--- src/rtl/div64_seq.sv ---
// Sequential 64-bit restoring divider: one quotient bit per clock, signed or unsigned,
// start/done handshake, adder-style status flags plus divide-by-zero.
module div64_seq #(
  parameter bit SIGNED_DEFAULT = 1'b0
) (
  input  logic        clk,
  input  logic        rst,
  input  logic        start,
  input  logic        mode,
  input  logic [63:0] A,
  input  logic [63:0] B,
  output logic        busy,
  output logic        done,
  output logic [63:0] quotient,
  output logic [63:0] remainder,
  output logic        SF,
  output logic        ZF,
  output logic        PF,
  output logic        CF,
  output logic        OF,
  output logic        DZ
);

  localparam int DATA_W = 64;
  localparam logic [DATA_W-1:0] MIN_NEG = {1'b1, {(DATA_W-1){1'b0}}};

  typedef enum logic [1:0] {S_IDLE, S_PREP, S_CALC, S_FIX} state_t;

  state_t state_q, state_d;
  logic [6:0] cnt_q, cnt_d;
  logic done_q, done_d;
  logic [DATA_W-1:0] quo_q, quo_d, rmd_q, rmd_d;
  logic [5:0] flags_q, flags_d;

  logic [DATA_W-1:0] a_q, a_d, b_q, b_d;
  logic [DATA_W-1:0] rem_q, rem_d, dvd_q, dvd_d, dvs_q, dvs_d;
  logic mode_q, mode_d, sgn_quo_q, sgn_quo_d, sgn_rem_q, sgn_rem_d;

  logic [DATA_W:0] shifted;
  logic signed [DATA_W:0] trial;
  logic [DATA_W-1:0] quo_fix, rem_fix;
  logic dz, ovf;

  // The core always follows the mode port; the default only documents the tie-off.
  logic signed_default_unused;
  assign signed_default_unused = SIGNED_DEFAULT;

  function automatic logic [DATA_W-1:0] cond_neg(input logic [DATA_W-1:0] v, input logic en);
    return en ? (~v + {{(DATA_W-1){1'b0}}, 1'b1}) : v;
  endfunction

  always_comb begin
    state_d   = state_q;
    cnt_d     = cnt_q;
    done_d    = 1'b0;
    quo_d     = quo_q;
    rmd_d     = rmd_q;
    flags_d   = flags_q;
    a_d       = a_q;
    b_d       = b_q;
    mode_d    = mode_q;
    rem_d     = rem_q;
    dvd_d     = dvd_q;
    dvs_d     = dvs_q;
    sgn_quo_d = sgn_quo_q;
    sgn_rem_d = sgn_rem_q;

    shifted = {rem_q, dvd_q[DATA_W-1]};
    trial   = $signed(shifted) - $signed({1'b0, dvs_q});
    dz      = (b_q == '0);
    ovf     = mode_q && (a_q == MIN_NEG) && (b_q == '1);
    quo_fix = dz ? '1  : cond_neg(dvd_q, sgn_quo_q);
    rem_fix = dz ? a_q : cond_neg(rem_q, sgn_rem_q);

    case (state_q)
      S_IDLE: begin
        if (start) begin
          a_d     = A;
          b_d     = B;
          mode_d  = mode;
          state_d = S_PREP;
        end
      end
      S_PREP: begin
        if (dz) begin
          state_d = S_FIX;
        end else begin
          dvd_d     = cond_neg(a_q, mode_q && a_q[DATA_W-1]);
          dvs_d     = cond_neg(b_q, mode_q && b_q[DATA_W-1]);
          rem_d     = '0;
          sgn_quo_d = mode_q && (a_q[DATA_W-1] ^ b_q[DATA_W-1]);
          sgn_rem_d = mode_q && a_q[DATA_W-1];
          cnt_d     = 7'd63;
          state_d   = S_CALC;
        end
      end
      S_CALC: begin
        // A negative trial difference means restore: keep the shifted remainder.
        dvd_d = {dvd_q[DATA_W-2:0], ~trial[DATA_W]};
        rem_d = trial[DATA_W] ? shifted[DATA_W-1:0] : trial[DATA_W-1:0];
        if (cnt_q == 7'd0) state_d = S_FIX;
        else               cnt_d   = cnt_q - 7'd1;
      end
      S_FIX: begin
        quo_d   = quo_fix;
        rmd_d   = rem_fix;
        flags_d = {quo_fix[DATA_W-1], (quo_fix == '0), ~^quo_fix[7:0],
                   (!dz && (rem_fix != '0)), ovf, dz};
        done_d  = 1'b1;
        state_d = S_IDLE;
      end
      default: state_d = S_IDLE;
    endcase
  end

  always_ff @(posedge clk or posedge rst) begin
    if (rst) begin
      state_q <= S_IDLE;
      cnt_q   <= '0;
      done_q  <= 1'b0;
      quo_q   <= '0;
      rmd_q   <= '0;
      flags_q <= '0;
    end else begin
      state_q <= state_d;
      cnt_q   <= cnt_d;
      done_q  <= done_d;
      quo_q   <= quo_d;
      rmd_q   <= rmd_d;
      flags_q <= flags_d;
    end
  end

  // Working registers are always loaded before use, so they carry no reset.
  always_ff @(posedge clk) begin
    a_q       <= a_d;
    b_q       <= b_d;
    mode_q    <= mode_d;
    rem_q     <= rem_d;
    dvd_q     <= dvd_d;
    dvs_q     <= dvs_d;
    sgn_quo_q <= sgn_quo_d;
    sgn_rem_q <= sgn_rem_d;
  end

  assign busy      = (state_q != S_IDLE);
  assign done      = done_q;
  assign quotient  = quo_q;
  assign remainder = rmd_q;
  assign {SF, ZF, PF, CF, OF, DZ} = flags_q;

endmodule

--- config.mk ---
export PLATFORM = sky130hd
export DESIGN_NAME = div64_seq
export DESIGN_NICKNAME = d
export VERILOG_FILES = /design/src/rtl/div64_seq.sv
export SDC_FILE = /design/constraint.sdc
export NUM_CORES = 1
export LEC_CHECK = 0
export BUFFER_PORTS_ARGS = -buffer_cell sky130_fd_sc_hd__buf_2
export CELL_PAD_IN_SITES_DETAIL_PLACEMENT = 1
export CELL_PAD_IN_SITES_GLOBAL_PLACEMENT = 1
export CORE_MARGIN = 2
export CORE_UTILIZATION = 47
export DETAILED_ROUTE_END_ITERATION = 16
export GPL_TIMING_DRIVEN = 0
export PLACE_DENSITY_LB_ADDON = 0.1
export SETUP_SLACK_MARGIN = 0.3
export SLEW_MARGIN = 40
export SYNTH_ARGS = -nofsm -noshare
export SYNTH_HDL_FRONTEND = slang
export SYNTH_SLANG_ARGS = --single-unit
--- constraint.sdc ---
create_clock -name clk -period 11.1 [get_ports clk]
set_input_delay 1.11 -clock clk [delete_from_list [all_inputs] [get_ports clk]]
set_output_delay 1.11 -clock clk [all_outputs]
set_load 0.01 [all_outputs]
Word level (Yosys, flattened, before mapping)
Index checks and enable logic that the tools add are counted.
{"block": "word_totals", "word_cells": 75, "input_bits": 132, "ff_bits": 467, "output_inout_bits": 136}
{"block": "classes", "eq_ne": 9, "add_sub_neg": 6, "bitwise": 7, "n_reduce_logical": 20, "muxes": 19}
{"operator": "2-to-1 mux 64 bit", "count": 9}
{"operator": "adder 64 x 1 -> 64 bit, second input constant", "count": 4}
{"operator": "NOT 64 bit", "count": 4}
{"operator": "case mux 64 bit (2 select lines)", "count": 2}
{"operator": "equality test 64 bit, second input constant", "count": 2}
{"operator": "logical NOT 64 bit", "count": 2}
{"operator": "subtractor 65 bit", "count": 1}
{"operator": "nonzero test 64 bit", "count": 1}
{"operator": "2-to-1 mux 7 bit", "count": 2}
{"operator": "case mux 7 bit (2 select lines)", "count": 1}
{"operator": "!= test 2 bit, second input constant", "count": 4}
{"operator": "case mux 2 bit (4 select lines)", "count": 1}
{"operator": "AND reduction 2 bit", "count": 4}
{"operator": "XNOR reduction 8 bit", "count": 1}
{"operator": "logical NOT 7 bit", "count": 1}
{"operator": "subtractor 7 x 1 -> 7 bit, second input constant", "count": 1}
{"operator": "logical AND 1 bit", "count": 6}
{"operator": "equality test 2 bit, second input constant", "count": 2}
{"operator": "2-to-1 mux 2 bit", "count": 2}
{"operator": "nonzero test 2 bit", "count": 2}
{"operator": "AND reduction 3 bit", "count": 1}
{"operator": "equality test 2 x 1 -> 1 bit, second input constant", "count": 1}
{"operator": "logical NOT 2 bit", "count": 1}
{"operator": "2-to-1 mux 1 bit", "count": 2}
{"operator": "other kinds (3)", "count": 4}

Depth between registers and ports, before layout
{"block": "logic_depth", "word_depth": 6, "ltp_mapped": 19, "depth_no_buf": 16}

Least setup slack after synthesis
No wires, ideal clock.
{"block": "synth_timing", "path_kind": "register to register", "startpoint": "reg b_q[0]", "endpoint": "reg cnt_q[5]", "n_path_buf": 0, "t_required_ps": 10968, "path_stages_with_launch": 13, "period_less_slack_ps": 8942, "setup_ps": 132, "t_arrival_ps": 8810, "setup_slack_ps": 2158, "cell_sequence": "edfxtp_1 > inv_1 > ha_1 > nor2b_1 > and4_1 > nand4_1 > nor2_1 > a21oi_1 > a21boi_1 > nand2_1 > nor3_1 > xnor2_1 > nand2_1"}
{"block": "synth_via", "elab_chain_cells": 3}
{"item": "start: declaration", "line": "35", "rtl": "logic [DATA_W-1:0] a_q, a_d, b_q, b_d;"}
{"item": "start signal: assignment", "line": "137", "rtl": "b_q <= b_d;"}
{"item": "logical NOT 64 bit", "line": "70", "rtl": "dz = (b_q == '0);"}
{"item": "!= test 2 bit (no source line)"}
{"item": "AND reduction 3 bit (no source line)"}
{"item": "end signal: assignment", "line": "126", "rtl": "cnt_q <= cnt_d;"}
{"item": "end: declaration", "line": "30", "rtl": "logic [6:0] cnt_q, cnt_d;"}
No other way between the ends.
A chain may end at the register's enable or synchronous reset.

Worst setup path in the final report
{"block": "layout_timing", "startpoint": "reg b_q[17]", "endpoint": "reg flags_q[4]"}
{"block": "layout_via", "elab_chain_cells": 3}
{"item": "logical NOT 64 bit", "line": "70"}
{"item": "2-to-1 mux 64 bit", "line": "72", "rtl": "quo_fix = dz ? '1 : cond_neg(dvd_q, sgn_quo_q);"}
{"item": "logical NOT 64 bit", "line": "107", "rtl": "flags_d = {quo_fix[DATA_W-1], (quo_fix == '0), ~^quo_fix[7:0],"}
{"item": "end signal: assignment", "line": "130", "rtl": "flags_q <= flags_d;"}
{"item": "end: declaration", "line": "33", "rtl": "logic [5:0] flags_q, flags_d;"}
No other way between the ends.

==> flow_metrics.tcl <==
set metrics [dict create \
    status "finished clean" \
    synthSimpleGateAreaFrac_pct 16.28 \
    setup_violations 0 \
    syn_avg_cell_area_um2 9.701 \
    grt_pass1_vias 25641 \
    core.rowCount 89 \
    placed_cells 3948 \
    place_congestion 0.9501 \
    clkSlewWorstSetupHoldPaths_ns 0.06 \
    synth_xor_area_share_pct 9.546 \
    cts_resized 0 \
    crit_arrival_ns 6.73 \
    cts-root-buf "clkbuf_16" \
    worstSetupStartpointType "flip-flop" \
    hold_buffers 0 \
    h-tree-depth 2 \
    grt_pass1_wl_um 157800 \
    synth_mux_area_share_pct 2.054 \
    grt_max_degree 76 \
    async_reset_ff_share_pct 30.69 \
    initial_core_util_pct 47.57 \
    synth_compound_area_share_pct 17.38 \
    skew_ns 0.04010 \
    drtIter0Drc 1768 \
    r2r-start "b_q[17]" \
    final_common_cell "nand2_1" \
    die_x_um 248.4 \
    drc 0 \
    synth_edf_count 323 \
    max_freq_ghz 0.1612 \
    ios 268 \
    synth-seq-cells 466 \
    syn-num-nets 3107 \
    synth_fa_ha_area_share_pct 3.637 \
    io_buffers 267 \
    peakVddDrop_mv 0.1691 \
    end_kind "flip-flop" \
    post-place-ws_ns 5.049 \
    drv_slew 0 \
    grt_setup_unrepaired "false" \
    synth_cell_types 81 \
    critPathMaxFanout 10 \
    clk_latency_ns 0.65 \
    fin_setup_tns_ns 0 \
    p_leak_nw 13.48 \
    cts_tree "yes" \
    final_cell_mix "nand2_1, edfxtp_1, buf_2, o21ai_0, a21oi_1" \
    holdCritPathClass "input pin to async pin" \
    drt_wl_total_um 105600 \
    critical_path_required_ns 11.63 \
    worstSetupPathType "flip-flop to flip-flop" \
    core_area_mm2 0.05902 \
    final_cells 4048 \
    slew-limit-headroom_pct 37.78 \
    area_growth_pct 15.68 \
    final_util_pct 55.03 \
    synth_area_leaders "edfxtp_1, dfrtp_1, xnor2_1" \
    clock_sinks 466 \
    power_density_mw_per_mm2 113.5 \
    hold_viol 0 \
    tightest_slew_ns 0.9333 \
    totalPowerFinal_mw 3.688 \
    wl_per_cell_um 26.08 \
    grt_use_total_pct 33.42 \
    grt.overflow.total 0 \
    maxCapViolCount 0 \
    crit_start "b_q[17]" \
    cts_buffers 52 \
    period_share_pct 55.88 \
    dieArea_mm2 0.06171 \
    vias_per_cell 6.100 \
    synth_top_area_share_pct 34.55 \
    nets 3442 \
    antenna_found_initial 2 \
    drtPass1Iterations 7 \
    clk_path_buf_depth 3 \
    vias 24691 \
    synthCells 2894 \
    postCtsSetupRepairBufs 0 \
    die_height_um 248.4 \
    nFillCells 6705 \
    yosys_warnings 0 \
    yosysTopAreaCell "edfxtp_1" \
    syn_area_mm2 0.02808 \
    ant_nets 0 \
    fin_crit_ns 6.203 \
    drive_gt1_share_pct 14.39 \
    synth_top_family_by_area "compound AO/OA/AOI/OAI gates" \
    fin_ws_ns 4.897 \
    place_hpwl_um 83650 \
    synth-seq-area-share_pct 47.29 \
    ys.flop_type "edfxtp_1" \
]
-- area by class of cell --
class                   count  area (µm²)  share of cell area, %
multi-input cells        2147       13790                  42.46
flip-flops and latches    466       13280                  40.88
clock buffers              62        1390                  4.280
repair buffers            281        1572                  4.839
clock inverters            36       384.1                  1.183
diodes                      2       5.005                0.01541
well taps                 773       967.2                  2.978
inverters                 124       473.0                  1.456
plain buffers             157       619.3                  1.907
-- path summary, 6_finish.rpt --
| kind | end | slack [ns] | cells past startpoint |
|---|---|---|---|
| min reg2reg | quotient[26] | 0.50 | 1 |
| min | quotient[10] | 0.49 | 2 |
| max reg2reg | flags_q[4] | 4.90 | 17 |
| max in group asynchronous | remainder[5] | 9.79 | 3 |
| min in group clk | quotient[26] | 0.50 | 1 |
| max | flags_q[4] | 4.90 | 17 |
-- flip-flops by register name, indices dropped and copies added (netlist names) --
| register | cells |
|---|---|
| remainder | 64 |
| a_q | 64 |
| state_q | 2 |
| dvs_q | 64 |
| mode_q | 1 |
| b_q | 64 |
| sgn_rem_q | 1 |
| cnt_q | 7 |
| sgn_quo_q | 1 |
| quotient | 64 |
| flags_q | 5 |
| done | 1 |
| rem_q | 64 |
| dvd_q | 64 |
-- cells by family after synthesis --
logic type / Yosys count
and+or+nand+nor: 941
adders and majority gates: 81
DFF: 466
buffers and inverters: 281
muxes: 53
AOI/OAI and AO/OA: 766
xor gates and xnor gates: 306
-- stage by stage --
stage | hold slack [ns] | cell area [µm²]
3_3_place_gp | 0.4747 | 30380
4_1_cts | 0.4987 | 32460
2_1_floorplan | 0.4893 | 28080
5_1_grt | 0.5111 | 32470
3_5_place_dp | 0.4856 | 30690
6_report | 0.4903 | 32480
-- cell usage after synthesis (6+ instances only) --
cell type / instances
a211o_1: 8
a211oi_1: 12
a21o_1: 32
a21oi_1: 203
a31oi_1: 41
and2_1: 20
and3_1: 11
buf_1: 14
buf_2: 6
clkbuf_1: 135
dfrtp_1: 143
edfxtp_1: 323
ha_1: 80
inv_1: 124
mux2_2: 37
mux2i_1: 16
nand2_1: 349
nand2b_1: 18
nand3_1: 37
nand3b_1: 7
nand4_1: 53
nand4b_1: 7
nor2_1: 193
nor2b_1: 13
nor3_1: 67
nor3b_1: 7
nor4_1: 41
o211ai_1: 19
o21a_1: 16
o21ai_0: 207
o21bai_1: 12
o221ai_1: 8
o22a_1: 34
o22ai_1: 11
o31ai_1: 67
o41ai_1: 40
or2_2: 12
or3_1: 48
or4_1: 35
xnor2_1: 168
xor2_1: 138
-- layer usage --
metal | GRT usage (%) | part of all wire, % | vias to the layer above
met3 | 4.522 | 5.4 | 295
met4 | 20.00 | 6.7 | 2
met1 | 40.36 | 40 | 12147
met5 | 0 | 0.010 | -
li1 | - | - | 11313
met2 | 56.95 | 48 | 934
-- worst max-delay path, stage by stage, from the launching register on --
cell,delay (ns)
edfxtp_1,0.45
or4_1,0.63
nor3_1,0.44
nand4_1,0.72
nor2_2,0.90
clkbuf_1,0.57
clkbuf_1,0.53
clkbuf_2,0.57
nor2_1,0.15
ha_1,0.23
and3_1,0.16
nand4_1,0.11
nor4_1,0.10
nand3_1,0.11
nor3b_1,0.06
nand4_1,0.14
or4_1,0.15
o2bb2ai_1,0.06
-- power by group --
part	internal (mW)	switching (mW)
clock network	1.02	0.776
logic	0.0172	0.0219
registers	1.85	0
Note: power is estimated with default switching activity, not from simulation.
